<file path="config.mk">
export PLATFORM = sky130hd
export DESIGN_NAME = dmem_arbiter
export DESIGN_NICKNAME = d
export VERILOG_FILES = /design/src/rtl/dmem_arbiter.sv
export SDC_FILE = /design/constraint.sdc
export NUM_CORES = 1
export LEC_CHECK = 0
export ABC_AREA = 1
export CAP_MARGIN = 5
export CORE_MARGIN = 1
export CORE_UTILIZATION = 32
export CTS_CLUSTER_DIAMETER = 100
export DETAILED_ROUTE_END_ITERATION = 10
export GPL_ROUTABILITY_DRIVEN = 1
export PLACE_DENSITY = 0.83
export SYNTH_ARGS = -nofsm -noshare
export SYNTH_HDL_FRONTEND = slang
export SYNTH_SLANG_ARGS = --single-unit
</file>
<file path="constraint.sdc">
create_clock -name clk -period 1.4 [get_ports clk]
set_input_delay 0.21 -clock clk [delete_from_list [all_inputs] [get_ports clk]]
set_output_delay 0.21 -clock clk [all_outputs]
set_load 0.1 [all_outputs]
</file>
<file path="src/rtl/dmem_arbiter.sv">
// dmem_arbiter: CPU/DMA arbiter and sequencer for the single-port data memory.
// Optional address range checking: define DMEM_ARB_RANGE_CHECK_EN.
module dmem_arbiter #(
  parameter int ADDR_W   = 32,
  parameter int DATA_W   = 32,
  parameter int MEM_AW   = 6,
  parameter int MAX_WAIT = 4
) (
  input  logic              clk,
  input  logic              rst_n,
  input  logic              cpu_req,
  input  logic              cpu_we,
  input  logic [ADDR_W-1:0] cpu_addr,
  input  logic [DATA_W-1:0] cpu_wdata,
  output logic              cpu_ack,
  output logic [DATA_W-1:0] cpu_rdata,
  output logic              cpu_err,
  input  logic              dma_req,
  input  logic              dma_we,
  input  logic [ADDR_W-1:0] dma_addr,
  input  logic [DATA_W-1:0] dma_wdata,
  output logic              dma_ack,
  output logic [DATA_W-1:0] dma_rdata,
  output logic              dma_err,
  output logic [ADDR_W-1:0] mem_addr,
  output logic [DATA_W-1:0] mem_wdata,
  output logic              mem_we,
  output logic              mem_re,
  input  logic [DATA_W-1:0] mem_rdata,
  output logic              busy
);

`ifdef DMEM_ARB_RANGE_CHECK_EN
  localparam bit RC_EN = 1'b1;
`else
  localparam bit RC_EN = 1'b0;
`endif

  localparam logic [3:0] MAXW = 4'(MAX_WAIT);

  typedef enum logic [1:0] {
    IDLE  = 2'd0,
    G_CPU = 2'd1,
    G_DMA = 2'd2
  } state_t;

  state_t r_state;
  state_t w_next;

  logic [3:0]        r_wait;
  logic              r_we;
  logic              r_err;
  logic [ADDR_W-1:0] r_addr;
  logic [DATA_W-1:0] r_wdata;

  logic              w_cpu_el;
  logic              w_dma_el;
  logic              w_starve;
  logic              w_cpu_win;
  logic              w_dma_win;
  logic              w_sel_we;
  logic              w_sel_oor;
  logic [ADDR_W-1:0] w_sel_addr;
  logic [DATA_W-1:0] w_sel_wdata;
  logic              w_ok;
  logic [DATA_W-1:0] w_rd;

  // The requester granted this cycle sits out the next arbitration.
  assign w_cpu_el  = cpu_req && (r_state != G_CPU);
  assign w_dma_el  = dma_req && (r_state != G_DMA);
  assign w_starve  = (r_wait >= MAXW);
  assign w_cpu_win = w_cpu_el && (!w_dma_el || !w_starve);
  assign w_dma_win = w_dma_el && (!w_cpu_el || w_starve);

  assign w_sel_we    = w_dma_win ? dma_we    : cpu_we;
  assign w_sel_addr  = w_dma_win ? dma_addr  : cpu_addr;
  assign w_sel_wdata = w_dma_win ? dma_wdata : cpu_wdata;
  assign w_sel_oor   = RC_EN && (|w_sel_addr[ADDR_W-1:MEM_AW+2]);

  always_ff @(posedge clk) begin
    if (!rst_n) begin
      r_state <= IDLE;
    end else begin
      r_state <= w_next;
    end
  end

  always_ff @(posedge clk) begin
    if (!rst_n) begin
      r_wait  <= 4'd0;
      r_we    <= 1'b0;
      r_err   <= 1'b0;
      r_addr  <= '0;
      r_wdata <= '0;
    end else begin
      if (w_cpu_win || w_dma_win) begin
        r_we    <= w_sel_we;
        r_err   <= w_sel_oor;
        r_addr  <= w_sel_addr;
        r_wdata <= w_sel_wdata;
      end
      if (w_dma_win) begin
        r_wait <= 4'd0;
      end else if (w_cpu_win && dma_req && (r_wait < MAXW)) begin
        r_wait <= r_wait + 4'd1;
      end
    end
  end

  always_comb begin
    w_next = IDLE;
    unique case (1'b1)
      w_cpu_win: w_next = G_CPU;
      w_dma_win: w_next = G_DMA;
      default:   w_next = IDLE;
    endcase
  end

  // Reset low during a grant drops the access: no write, no ack.
  always_comb begin
    cpu_ack   = 1'b0;
    dma_ack   = 1'b0;
    cpu_err   = 1'b0;
    dma_err   = 1'b0;
    cpu_rdata = '0;
    dma_rdata = '0;
    w_ok      = (r_state != IDLE) && rst_n && !r_err;
    mem_we    = w_ok && r_we;
    mem_re    = w_ok && !r_we;
    w_rd      = mem_re ? mem_rdata : '0;
    unique case (r_state)
      G_CPU: begin
        cpu_ack   = rst_n;
        cpu_err   = rst_n && r_err;
        cpu_rdata = w_rd;
      end
      G_DMA: begin
        dma_ack   = rst_n;
        dma_err   = rst_n && r_err;
        dma_rdata = w_rd;
      end
      default: begin
      end
    endcase
  end

  assign mem_addr  = r_addr;
  assign mem_wdata = r_wdata;
  assign busy      = (r_state != IDLE);

endmodule

</file>
==> qor.csv, run 1 <==
stage;metric;value;unit
synthesis;mux contribution to synthesized area;0;%
placed_design;number of I/O port buffers;298;
synthesis;Compound-Gate Fraction of Synth Area;15.91;%
die;DIE WIDTH;118.2;µm
synthesis;Avg Cell Area, Syn;5.939;µm²
placed_design;hpwl dp;14700;µm
placed_design;number of cells after detailed placement;1195;
clocking;total CTS buffers;9;
timing;GRT worst endpoint;cpu_rdata[30];
status;status;stopped before the end;
clocking;# H-tree levels;3;
status;Stopped at;5_1_grt;
synthesis;xor-xnor portion of the synthesized cell area;0;%
die;I/O pins;301;
timing;Worst-path end type;top-level output;
synthesis;mapped cell area;4318;µm²
synthesis;Yosys warnings;0;
grt;GRT overflow;242;
synthesis;unique cell type count in the Yosys netlist;20;
synthesis;main combinational cell family by area after synthesis;simple AND/OR/NAND/NOR gates;
synthesis;Post-Synthesis Cells;727;
die;die height;118.2;µm
synthesis;Synth Area in Adders;0.2898;%
die;Std-Cell Rows;42;
clocking;Root Buffer;clkbuf_16;
status;Run Error;[ERROR GRT-0232] Routing congestion too high. Check the congestion heatmap in the GUI.;
clocking;clock sinks;71;
grt;largest net degree at the start of global routing;50;
placed_design;RD Place Congestion;0.8245;
grt;Total Routing Usage GR;81.31;%
die;Initial Utilization;32.74;%
synthesis;#FFs+latches synth;71;
synthesis;sequential area share after synthesis;32.92;%
synthesis;Simple-Gate Fraction of Synth Area;34.60;%
clocking;cts hold-fix bufs;0;
clocking;Bufs on Longest Clock Path;2;
[stage by stage]
stage               area (µm²)  setup slack [ps]  util (%)  hold slack [ps]  TNS [ps]
floorplan                 5249            -658.7         -            408.7    -37980
global placement         10040            -291.2     76.09            417.0    -19300
detailed placement       10040            -329.1     76.09            431.0    -22640
CTS                      11750            -506.6     89.09            398.5    -55160
[layer usage]
| metal | global-route usage, % | overflow |
|---|---|---|
| met1 | 77.80 | 0 |
| met3 | 61.25 | 0 |
| met5 | 17.65 | 0 |
| met2 | 102.5 | 171 |
| met4 | 91.51 | 71 |
[Yosys cell counts]
library cell	instances	area [µm²]
conb_1	1	3.750
nor3_1	64	320.3
nand3_1	67	335.3
nand2_1	76	285.3
buf_2	31	155.2
buf_1	3	11.26
o21ai_0	29	145.1
clkbuf_1	25	93.84
inv_1	103	386.6
nand3_4	1	17.52
a21oi_1	69	345.3
nor2_1	138	518.0
nand2_4	1	11.26
a21oi_4	1	16.27
inv_2	4	15.01
nand2_2	1	6.260
o21ai_1	36	180.2
buf_4	5	37.54
ha_1	1	12.51
dfxtp_1	71	1421
[logic make-up after synthesis]
group,Yosys count
adder cells (fa/ha/maj),1
buffers and inverters,171
flip-flops,71
other,1
AND/OR/NAND/NOR,348
AO/OA/AOI/OAI,135
[repair_timing]
item | in CTS
cloned | 28
pin swaps | 50
setup endpoints to repair | 133
resized for setup | 86
setup buffers | 36
==> run 2, diff against run 1 <==
- CORE_UTILIZATION: 32 -> 20
- CTS_CLUSTER_DIAMETER: 100 -> unset
- PLACE_DENSITY: 0.83 -> unset
- PLACE_DENSITY_LB_ADDON: unset -> 0.15
- clock period: 1.4 -> 1.8 ns (I/O delays scaled with it)
==> qor.csv, run 2 <==
stage;metric;value;unit;change
status;status;complete, but fails checks;;
status;failing checks;negative setup slack;;
synthesis;Compound-Gate Fraction of Synth Area;15.91;%;unchanged
layout;highest-count cells in the layout ignoring fill and taps;clkdlybuf4s50_1 (164), nor2_1 (135), inv_1 (102), buf_12 (83), buf_4 (78);;
placed_design;RD Place Congestion;0.7412;;-10%
synthesis;Synth area leader;dfxtp_1;;
grt;global-route wire length before repair;27550;µm;
clocking;Skew-Pair Late Insertion Delay;340;ps;
setup_path;R2R cell count;8;;
route;Initial DRT Pass Iterations;6;;
placed_design;hpwl dp;13400;µm;-8.8%
clocking;Root Buffer;clkbuf_16;;
setup_path;Critical Path Source;r_state[1];;
hold_path;WHS Endpoint;r_wait[3];;
die;die height;148.9;µm;+26%
route;vias;5543;;
setup_path;CP Launch Type;register;;
synthesis;Simple-Gate Fraction of Synth Area;34.60;%;unchanged
synthesis;unique cell type count in the Yosys netlist;20;;unchanged
synthesis;most common cell in the synthesized netlist;nor2_1;;
clocking;Bufs on Longest Clock Path;2;;unchanged
run;max cap viols;0;;
timing;Worst Skew;8.570;ps;
power;Worst VDD drop;0.4600;mV;
hold_path;hold path depth;2;;
synthesis;main combinational cell family by area after synthesis;simple AND/OR/NAND/NOR gates;;
hold_path;Hold Path Class;reg2reg;;
timing;fin crit period;1889;ps;
grt;GRT overflow;0;;
synthesis;Yosys warnings;0;;unchanged
setup_path;Worst R2R Setup Slack;330;ps;
power;Power, Total;7.016;mW;
die;CORE AREA;21090;µm²;
synthesis;Avg Cell Area, Syn;5.939;µm²;unchanged
timing;Final WS setup;-89.02;ps;
setup_path;reg-to-reg startpoint;r_state[0];;
synthesis;Post-synth top cells;nor2_1 (138), inv_1 (103), nand2_1 (76);;
grt;largest net degree at the start of global routing;75;;
route;uppermost routed layer;met4;;
synthesis;mapped cell area;4318;µm²;unchanged
die;die area;22180;µm²;
setup_path;CP max FO;8;;
layout;Final Util;45.72;%;
route;Post-route DRC;0;;
route;Via-to-Cell Ratio;4.294;;
grt;vias in the first global route;5088;;
layout;share of layout cells above drive strength 1;26.48;%;
timing;Fin. Hold Viols;0;;
grt;initial antenna violation count;1;;
timing;fin. max-slew vios;0;;
synthesis;share of the synthesized area in the top cell type;32.92;%;unchanged
route;Metal-1 WL;7712;µm;
clocking;CTS tree;done;;
setup_path;R2R Path End;mem_addr[28];;
synthesis;sequential area share after synthesis;32.92;%;unchanged
synthesis;asr flop ratio synth;0;%;unchanged
power;Pleak;4.501;nW;
grt;Total Routing Usage GR;15.84;%;
hold_path;Hold Startpoint;r_wait[3];;
layout;nets;1179;;
clocking;# H-tree levels;3;;unchanged
route;Met3 Routed Length;1239;µm;
setup_path;Worst EP required;1530;ps;
layout;Fill cells;2093;;
synthesis;Synth Area in Adders;0.2898;%;unchanged
synthesis;Post-synth EDFFs;0;;unchanged
setup_path;Worst Setup Path Type;reg2out;;
layout;diode count;0;;
route;final wirelength;18110;µm;
route;Starting DRT DRC Count;191;;
die;Initial Utilization;20.48;%;-12 points
synthesis;mux contribution to synthesized area;0;%;unchanged
synthesis;ys flop type;dfxtp_1;;
clocking;total CTS buffers;9;;unchanged
timing;Max Freq;529.4;MHz;
route;Routed Antenna Nets;0;;
route;WL/cell;14.03;µm;
layout;commonest non-fill, non-tap cell in the layout;clkdlybuf4s50_1;;
synthesis;xor-xnor portion of the synthesized cell area;0;%;unchanged
synthesis;largest cells by area after synthesis;dfxtp_1 (33%), nor2_1 (12%), inv_1 (9.0%), a21oi_1 (8.0%), nand3_1 (7.8%);;
timing;fin crit share;104.9;%;
die;I/O pins;301;;unchanged
die;DIE WIDTH;148.9;µm;+26%
clocking;Worst-path clk slew;60;ps;
layout;Layout area overhead;123.3;%;
synthesis;#FFs+latches synth;71;;unchanged
synthesis;Post-Synthesis Cells;727;;unchanged
placed_design;number of I/O port buffers;298;;unchanged
clocking;clock sinks;71;;unchanged
die;Std-Cell Rows;53;;+26%
power;Power Density;727.8;nW/µm²;
route;WL met2;8916;µm;
timing;Final setup viols;64;;
timing;RSZ-0062 raised after global routing;yes;;
setup_path;crit end category;output port;;
setup_path;crit path DAT;1620;ps;
==> run 2: cell counts after synthesis <==
Identical to the previous run, type by type.
==> run 2: report_power, final <==
| part | internal, mW | leakage, nW | switching, mW | total, mW |
|---|---|---|---|---|
| sequential | 1.73 | 0.591 | 0.0871 | 1.82 |
| clock | 1.25 | 0.155 | 0.709 | 1.96 |
| combinational | 1.04 | 3.75 | 2.20 | 3.24 |
| total | 4.02 | 4.50 | 3.00 | 7.02 |
==> run 2: logic make-up (layout without fill, tap and decap cells) <==
family | Yosys count | in the layout
buffers and inverters | 171 | 459
AOI/OAI and AO/OA | 135 | 135
adders and majority gates | 1 | 1
other | 1 | 2
DFF | 71 | 71
and+or+nand+nor | 348 | 348
==> run 2: timing repair <==
action	4_1_cts	5_1_grt
pin swaps	5	11
setup buffers	4	4
gates cloned	2	4
hold buffers	0	0
setup endpoints to repair	65	65
gates resized for setup	9	10
==> run 2: layer usage <==
layer | vias to the layer above | GRT usage [%]
met5 | - | 0
met1 | 2473 | 19.38
met2 | 175 | 27.26
met4 | 0 | 4.286
met3 | 15 | 4.159
li1 | 2880 | -
==> run 2: cell type report <==
cell class / instances / area [µm²] / share of cell area (%)
repair buffers: 337 / 4144 / 42.99
multi-input cells: 486 / 2989 / 31.01
flip-flops and latches: 71 / 1429 / 14.82
inverters: 107 / 414.1 / 4.296
well taps: 275 / 344.1 / 3.569
clock buffers: 10 / 239.0 / 2.479
clock inverters: 5 / 81.33 / 0.8436
==> run 2: metrics by stage <==
step / hold WS (ps) / area, µm² / cells / setup slack [ps] / setup TNS (ps)
finish: 427.7 / 9641 / 1291 / -89.02 / -3379
floorplan: 408.7 / 5229 / 728 / -318.7 / -15270
global placement: 420.0 / 9031 / 1262 / 61.65 / 0
detailed placement: 418.7 / 9031 / 1262 / 30.21 / 0
CTS: 429.0 / 9475 / 1283 / -136.7 / -4310
global route: 447.1 / 9641 / 1291 / -175.2 / -8121
==> run 2: worst max-delay path: stages (launching register included) <==
cell,delay (ps)
dfxtp_4,380
inv_8,50
nand2_8,50
nand3_4,80
buf_12,170
buf_16,150
nor3_4,190
buf_12,200
==> run 2: worst max-delay path by stage <==
| stage | slack (ps) | end | depth (start not counted) |
|---|---|---|---|
| finish | -90 | cpu_rdata[10] | 7 |
| floorplan | -320 | cpu_rdata[0] | 6 |
| global placement | 60 | mem_wdata[17] | 8 |
| global route | -180 | cpu_rdata[10] | 7 |
| CTS | -140 | cpu_rdata[1] | 7 |
| detailed placement | 30 | mem_wdata[16] | 9 |
Power figures use the tool's default switching activity.
==> run 3, diff against run 2 <==
- RECOVER_POWER: unset -> 50
- TNS_END_PERCENT: unset -> 100
==> qor.csv, run 3 (synthesized netlist as in run 2, its figures left out) <==
stage;metric;value;unit;change
status;status;complete, but fails checks;;
status;failing checks;negative setup slack;;
timing;RSZ-0062 raised after global routing;yes;;
setup_path;CP Launch Type;register;;
timing;Final setup viols;64;;unchanged
grt;GRT overflow;0;;unchanged
route;Routed Antenna Nets;0;;unchanged
clocking;Bufs on Longest Clock Path;2;;unchanged
route;vias;5554;;+0.20%
timing;worst slew pin tran;584.5;ps;
die;CORE AREA;21090;µm²;unchanged
die;I/O pins;301;;unchanged
run;max cap viols;0;;unchanged
setup_path;Worst R2R Setup Slack;220;ps;-110 ps
grt;initial antenna violation count;1;;unchanged
power;Power Density;731.0;nW/µm²;+0.44%
grt;vias in the first global route;5088;;unchanged
placed_design;hpwl dp;13400;µm;unchanged
clocking;# H-tree levels;3;;unchanged
power;Worst VDD drop;0.4595;mV;-0.11%
layout;Layout area overhead;119.0;%;
layout;nets;1179;;unchanged
timing;Final WS setup;-89.00;ps;+0.02200 ps
die;Initial Utilization;20.48;%;unchanged
timing;setup TNS;-3377;ps;+2.490 ps
route;WL/cell;14.03;µm;about the same
placed_design;number of cells after detailed placement;1262;;unchanged
clocking;Skew-Pair Late Insertion Delay;340;ps;about the same
layout;highest-count cells in the layout ignoring fill and taps;clkdlybuf4s50_1 (164), nor2_1 (135), inv_1 (102), buf_12 (82), nand2_1 (74);;
timing;fin crit period;1889;ps;-0.02200 ps
setup_path;crit path DAT;1620;ps;about the same
timing;worst hold margin;427.7;ps;+0.01200 ps
power;Power, Total;6.914;mW;-1.5%
grt;largest net degree at the start of global routing;75;;unchanged
placed_design;RD Place Congestion;0.7412;;unchanged
layout;share of layout cells above drive strength 1;26.38;%;-0.098 points
setup_path;CP max FO;8;;unchanged
setup_path;Worst Setup Path Type;reg2out;;
timing;max_slew headroom;61.20;%;
route;Initial DRT Pass Iterations;6;;unchanged
setup_path;R2R Path End;r_wait[0];;
timing;fin crit share;104.9;%;about the same
hold_path;Hold Path Class;reg2reg;;
setup_path;crit end category;output port;;
layout;final instance area;9458;µm²;-1.9%
placed_design;number of I/O port buffers;298;;unchanged
route;Starting DRT DRC Count;188;;-1.6%
die;DIE WIDTH;148.9;µm;unchanged
die;Std-Cell Rows;53;;unchanged
placed_design;Place WS;30.21;ps;unchanged
die;die height;148.9;µm;unchanged
route;Via-to-Cell Ratio;4.299;;+0.12%
timing;Worst Skew;8.286;ps;-0.2841 ps
route;Post-route DRC;0;;unchanged
timing;Max Freq;529.4;MHz;about the same
layout;Final Util;44.85;%;-0.87 points
route;final wirelength;18130;µm;+0.12%
die;die area;22180;µm²;unchanged
placed_design;dpl cell area;9031;µm²;unchanged
clocking;Root Buffer;clkbuf_16;;
timing;fin. max-slew vios;0;;unchanged
layout;Non-Filler Instances;1292;;+0.077%
clocking;Worst-path clk slew;60;ps;about the same
clocking;CTS tree;done;;
timing;Fin. Hold Viols;0;;unchanged
clocking;clock sinks;71;;unchanged
layout;commonest non-fill, non-tap cell in the layout;clkdlybuf4s50_1;;
clocking;total CTS buffers;9;;unchanged
setup_path;Critical Path Source;r_state[1];;
setup_path;worst setup path endpoint;cpu_rdata[10];;
setup_path;Worst EP required;1530;ps;about the same
setup_path;reg-to-reg startpoint;r_state[0];;
setup_path;R2R cell count;7;;-1
grt;global-route wire length before repair;27550;µm;unchanged
grt;Total Routing Usage GR;15.84;%;unchanged
power;Pleak;4.447;nW;-1.2%
[run 3: worst min-delay path by stage]
stage	depth (start not counted)	startpoint	to
after floorplan	2	r_wait[3]	r_wait[3]
after global placement	2	r_wait[3]	r_wait[3]
after detailed placement	2	r_wait[3]	r_wait[3]
after CTS	2	r_wait[3]	r_wait[3]
after global routing	2	r_wait[3]	r_wait[3]
final	2	r_wait[3]	r_wait[3]
[run 3: worst max-delay path, stage by stage (launching register included)]
cell and delay (ps):
dfxtp_4 380, inv_8 50, nand2_8 50, nand3_4 80, buf_12 170, buf_16 150
nor3_4 190, buf_12 200
[run 3: cell type report]
type	instances	area, µm²
diodes	1	2.502
clock buffers	10	239.0
clock inverters	5	81.33
fillers	2120	11630
inverters	107	414.1
multi-input cells	486	2977
flip-flops and latches	71	1429
well taps	275	344.1
repair buffers	337	3971
[run 3: power by group]
part | switching (mW) | internal [mW]
registers | 0.0833 | 1.73
logic | 2.20 | 0.944
clock network | 0.710 | 1.25
total | 2.99 | 3.92
[run 3: what timing repair did]
| action | CTS | global route |
|---|---|---|
| cloned | 2 | 4 |
| setup buffers | 4 | 4 |
| endpoints found under the setup margin | 65 | 65 |
| pin swaps | 5 | 11 |
| resized for setup | 9 | 10 |
| hold buffers | 0 | 0 |
[run 3: metal layers]
| layer | routed length (µm) | up-vias | GRT usage, % | part of all wire (%) |
|---|---|---|---|---|
| li1 | - | 2880 | - | - |
| met5 | 0 | - | 0 | 0 |
| met1 | 7717 | 2485 | 19.38 | 43 |
| met4 | 233 | 0 | 4.286 | 1.3 |
| met3 | 1240 | 13 | 4.159 | 6.8 |
| met2 | 8938 | 176 | 27.26 | 49 |
